$ cat src/rtl/timer_ctrl.sv
// timer_ctrl: prescaled one-shot down-counter timer (auto-reload under TIMER_AUTORELOAD_EN)
module timer_ctrl #(
   parameter int WIDTH = 32
) (
   input  logic             clk,
   input  logic             rst,
   input  logic             we,
   input  logic [1:0]       addr,
   input  logic [WIDTH-1:0] wdata,
   output logic [WIDTH-1:0] rdata,
   output logic             irq
);
   typedef enum logic [1:0] {IDLE, LOAD, RUN, DONE} state_t;
   state_t           state_q, state_d;
   logic             en_q, en_d, ie_q, ie_d, reload_q, reload_d, pend_q, pend_d;
   logic [7:0]       pre_q, pre_d, psc_q, psc_d;
   logic [WIDTH-1:0] load_q, load_d, count_q, count_d;
   logic             wr_ctrl, wr_load, wr_stat, stop, tick, busy, unused_ok;
   always_comb begin
      wr_ctrl   = we && addr == 2'd0;
      wr_load   = we && addr == 2'd1;
      wr_stat   = we && addr == 2'd3;
      stop      = wr_ctrl && !wdata[0];
      tick      = state_q == RUN && psc_q == pre_q;
      busy      = state_q == LOAD || state_q == RUN;
      unused_ok = ^wdata;
      en_d      = wr_ctrl ? wdata[0] : en_q;
      ie_d      = wr_ctrl ? wdata[1] : ie_q;
`ifdef TIMER_AUTORELOAD_EN
      reload_d  = wr_ctrl ? wdata[2] : reload_q;
`else
      reload_d  = 1'b0;
`endif
      pre_d     = wr_ctrl ? wdata[15:8] : pre_q;
      load_d    = wr_load ? wdata : load_q;
      state_d   = state_q;
      count_d   = count_q;
      psc_d     = psc_q;
      // an expiry on the same edge as a W1C re-sets pend below
      pend_d    = pend_q && !(wr_stat && wdata[0]);
      if (stop) state_d = IDLE;
      else begin
         case (state_q)
            IDLE: state_d = wr_ctrl ? LOAD : IDLE;
            LOAD: begin
               count_d = load_q;
               psc_d   = '0;
               state_d = load_q == '0 ? DONE : RUN;
               pend_d  = pend_d || load_q == '0;
            end
            RUN: begin
               psc_d   = tick ? 8'd0 : psc_q + 8'd1;
               count_d = tick && count_q != '0 ? count_q - WIDTH'(1) : count_q;
               state_d = tick && count_q == WIDTH'(1) ? DONE : RUN;
               pend_d  = pend_d || (tick && count_q == WIDTH'(1));
            end
            default: begin
               count_d = '0;
               state_d = reload_q ? LOAD : DONE;
            end
         endcase
      end
      rdata = addr == 2'd0 ? WIDTH'({pre_q, 5'd0, reload_q, ie_q, en_q}) :
              addr == 2'd1 ? load_q :
              addr == 2'd2 ? count_q : WIDTH'({busy, pend_q});
      irq   = pend_q && ie_q;
   end
   always_ff @(posedge clk or negedge rst) begin
      if (!rst) begin
         state_q  <= IDLE;
         en_q     <= 1'b0;
         ie_q     <= 1'b0;
         reload_q <= 1'b0;
         pend_q   <= 1'b0;
         pre_q    <= '0;
         psc_q    <= '0;
         load_q   <= '0;
         count_q  <= '0;
      end else begin
         state_q  <= state_d;
         en_q     <= en_d;
         ie_q     <= ie_d;
         reload_q <= reload_d;
         pend_q   <= pend_d;
         pre_q    <= pre_d;
         psc_q    <= psc_d;
         load_q   <= load_d;
         count_q  <= count_d;
      end
   end
endmodule
$ cat config.mk
export PLATFORM = sky130hd
export DESIGN_NAME = timer_ctrl
export DESIGN_NICKNAME = d
export VERILOG_FILES = /design/src/rtl/timer_ctrl.sv
export SDC_FILE = /design/constraint.sdc
export NUM_CORES = 1
export LEC_CHECK = 0
export ABC_CLOCK_PERIOD_IN_PS = 2300
export CAP_MARGIN = 20
export CORE_ASPECT_RATIO = 1.5
export CORE_UTILIZATION = 45
export CTS_BUF_LIST = sky130_fd_sc_hd__clkbuf_16
export CTS_CLUSTER_DIAMETER = 150
export CTS_CLUSTER_SIZE = 20
export DETAILED_ROUTE_END_ITERATION = 16
export PLACE_DENSITY_LB_ADDON = 0.3
export SLEW_MARGIN = 20
export SYNTH_ARGS = -nofsm -noshare
export SYNTH_HDL_FRONTEND = slang
export SYNTH_SLANG_ARGS = --single-unit
$ cat constraint.sdc
create_clock -name clk -period 2.3 [get_ports clk]
set_clock_uncertainty 0.1 [all_clocks]
set_input_delay 0.345 -clock clk [delete_from_list [all_inputs] [get_ports clk]]
set_output_delay 0.345 -clock clk [all_outputs]
set_load 0.1 [all_outputs]
==> results.cfg <==
[sta]
total_of_endpoints_with_negative_setup_slack_in_the_final_report = 33
finalWorstSetupSlack_ps = -211
fin_tns_setup_ps = -5050
grt_setup_unrepaired = true
fin_crit_ps = 2510
worst-slew-pin-transition_ps = 595
maxClockFrequency_ghz = 0.398
finalHoldViolations = 0
finalCritPeriodShare_pct = 109
timing.slew.headroom_pct = 59.9
timing_max_transition_violations_final = 0

[clock_network]
worst_skew_pair.late_latency_ps = 350
cts-buffers-inserted = 9
htree_levels = 3
clock_tree.buffer_depth = 2
clk_tree_root_cell = sky130_fd_sc_hd__clkbuf_16
tritoncts = built
worst_setup_hold_path_clk_slew_ps = 60
clock-sinks = 85

[die]
die_height_um = 130
die_area_sq_um = 11400
boundaryPins = 70
core-area_sq_um = 10600
effective_utilization_at_floorplan_pct = 46.4
core.rowCount = 46
die_outline_width_um = 87.3

[global_routing]
pin_count_of_the_biggest_net_entering_global_routing = 68
grt_pass1_wl_um = 27100
antenna_found_initial = 0
globalRouteOverflowTotal = 0
number_of_global_route_vias_before_repair = 5173
grtUsageTotal_pct = 32.0

[critical_path]
endpoint_kind = flop
timing.critical_path.required_ps = 2420
timing.critical_path.from_type = flop
type_of_the_worst_setup_path = flop to flop
timing.critical_path.arrival_ps = 2630
crit_path_max_fanout = 4

[placement]
dpl_cell_area_sq_um = 7120
rd_place_congestion = 0.995
place.detailed.hpwl_um = 12800
preCtsSetupSlack_ps = -193
buffer_ports.inserted = 69

[drt]
wl_um = 18000
detail_route.first_pass.iterations = 7
post-route-drc-count = 0
vias_per_cell = 6.05
drt.antenna.violating_nets = 0
detail_route.wl_per_cell_um = 21.6
drt_first_iter_violations = 336
vias = 5043

[layout]
fin_util_pct = 72.6
drive_gt1_share_pct = 41.7
mostFrequentLayoutCells = 111 x sky130_fd_sc_hd__buf_4, 85 x sky130_fd_sc_hd__dfrtp_1, 42 x sky130_fd_sc_hd__mux2_2
finalNetCount = 733
layout_commonest_cell = sky130_fd_sc_hd__buf_4
diode_insertion_count_for_antenna_repair = 0
fin_area_sq_um = 7690
synthToLayoutAreaGrowth_pct = 56.5

[power_and_ir_drop]
power.combinational.fraction_pct = 64.5
cellPowerDensity_nw_per_um2 = 1290
power.switching_mw = 4.43
power.ir.vdd_worst_uv = 683
cellLeakagePower_nw = 3.39
fin_total_pwr_mw = 9.93
intPower_mw = 5.50
power.share.sequential_pct = 21.6
power.clock.fraction_pct = 13.9
p_sw_share_pct = 44.6

[logic_synthesis]
synth-seq-cells = 85
postSynth.asyncResetShare_pct = 100
ys.flop_type = sky130_fd_sc_hd__dfrtp_1
ys_top_cells_by_area = sky130_fd_sc_hd__dfrtp_1 43%, sky130_fd_sc_hd__mux2_2 9.6%, sky130_fd_sc_hd__a22o_1 4.1%, sky130_fd_sc_hd__nand2_1 3.3%, sky130_fd_sc_hd__o21ai_1 3.1%
synth_largest_area_cell = sky130_fd_sc_hd__dfrtp_1
ys_seq_area_share_pct = 43.3
synth_fp_nets = 548
post_synth_inst_count = 503
synth-edff-count = 0
synth-warning-count = 0
ys_types = 57
post_synth.cell_area_avg_sq_um = 9.77
synth_area_sq_um = 4920
post-synth-top-area-fraction_pct = 43.3

[run_status]
status = finished with violations
failed_checks = setup timing

[min_path]
worstHoldPathType = primary input to async pin

[run]
max-cap-violations = 0
-- stage by stage --
step | instances | hold WS (ps)
finish | 834 | 312
CTS | 828 | 329
floorplan | 503 | -50.6
global placement | 811 | 136
detailed placement | 811 | 139
global route | 834 | 341
-- state kept, by name, summed over array words and instances, names as in the netlist --
| name | flops |
|---|---|
| pre_q | 8 |
| ie_q | 1 |
| load_q | 32 |
| count_q | 32 |
| en_q | 1 |
| pend_q | 1 |
| psc_q | 8 |
| state_q | 2 |
-- area by class of cell --
class | instances | area (sq um)
Sequential cell | 85 | 2130
Multi-Input combinational cell | 381 | 2920
Tap cell | 144 | 180
Clock inverter | 4 | 43.8
Fill cell | 798 | 2900
Clock buffer | 9 | 225
Timing Repair Buffer | 200 | 2160
Inverter | 11 | 41.3
-- repair_timing --
item / CTS / global route
gates cloned: 1 / 3
resized for setup: 26 / 23
endpoints found under the hold margin: 18 / 0
setup endpoints to repair: 60 / 40
hold buffers: 1 / 0
pin swaps: 2 / 14
setup buffers: 2 / 3
-- critical path: stages, from the launching register on --
cell and delay, ps:
sky130_fd_sc_hd__dfrtp_1 380, sky130_fd_sc_hd__or4_4 540, sky130_fd_sc_hd__or4_4 510, sky130_fd_sc_hd__nor3_4 210, sky130_fd_sc_hd__buf_4 170, sky130_fd_sc_hd__or3_1 160
sky130_fd_sc_hd__nor4_1 80, sky130_fd_sc_hd__a211o_1 240
-- synth_stat cells (5+ instances only) --
cell type                  instances
sky130_fd_sc_hd__nor2_1           29
sky130_fd_sc_hd__ha_1              8
sky130_fd_sc_hd__a22o_1           23
sky130_fd_sc_hd__clkbuf_1         18
sky130_fd_sc_hd__o21ai_1          30
sky130_fd_sc_hd__a21oi_1          17
sky130_fd_sc_hd__o21ai_0          24
sky130_fd_sc_hd__dfrtp_1          85
sky130_fd_sc_hd__nand4_1           6
sky130_fd_sc_hd__nor3_1           15
sky130_fd_sc_hd__mux2i_1          10
sky130_fd_sc_hd__mux2_2           42
sky130_fd_sc_hd__or3_1             5
sky130_fd_sc_hd__nand3_1          20
sky130_fd_sc_hd__a32oi_1           6
sky130_fd_sc_hd__xor2_1           10
sky130_fd_sc_hd__or4_1             6
sky130_fd_sc_hd__inv_1            11
sky130_fd_sc_hd__nor4_1           20
sky130_fd_sc_hd__nand2_1          43
sky130_fd_sc_hd__a22oi_1           7
-- worst paths after layout --
check / slack [ps] / endpoint / depth (start not counted) / from
min: 310 / load_q[19] / 2 / rst
min in group clk: 390 / state_q[1] / 4 / addr[1]
max: -210 / count_q[31] / 7 / count_q[26]
max in group asynchronous: 1120 / count_q[3] / 3 / rst
min reg2reg: 430 / psc_q[7] / 1 / psc_q[7]
max reg2reg: -210 / count_q[31] / 7 / count_q[26]
-- cell families after synthesis --
| group | share of synthesized area, % |
|---|---|
| fa+ha+maj | 2.04 |
| mux | 12.6 |
| buf+inv | 3.18 |
| compound gates | 18.0 |
| xor+xnor | 2.32 |
| simple gates | 18.7 |
| flops | 43.3 |
-- layer usage --
| metal | share of wire [%] | track usage [%] | up-vias |
|---|---|---|---|
| li1 | - | - | 2262 |
| met1 | 37 | 35.9 | 2509 |
| met2 | 54 | 57.8 | 208 |
| met3 | 4.0 | 4.36 | 64 |
| met4 | 5.1 | 17.8 | 0 |
| met5 | 0 | 0 | - |
-- power groups by stage --
stage	registers [mW]	logic [mW]	clock network (mW)
after floorplan	2.13	3.15	0
after global placement	2.14	5.65	0
after detailed placement	2.16	5.75	0
after CTS	2.13	5.97	1.39
after global routing	2.18	6.71	1.47
final	2.15	6.40	1.38
No activity file was read; power rests on OpenSTA's default activity.
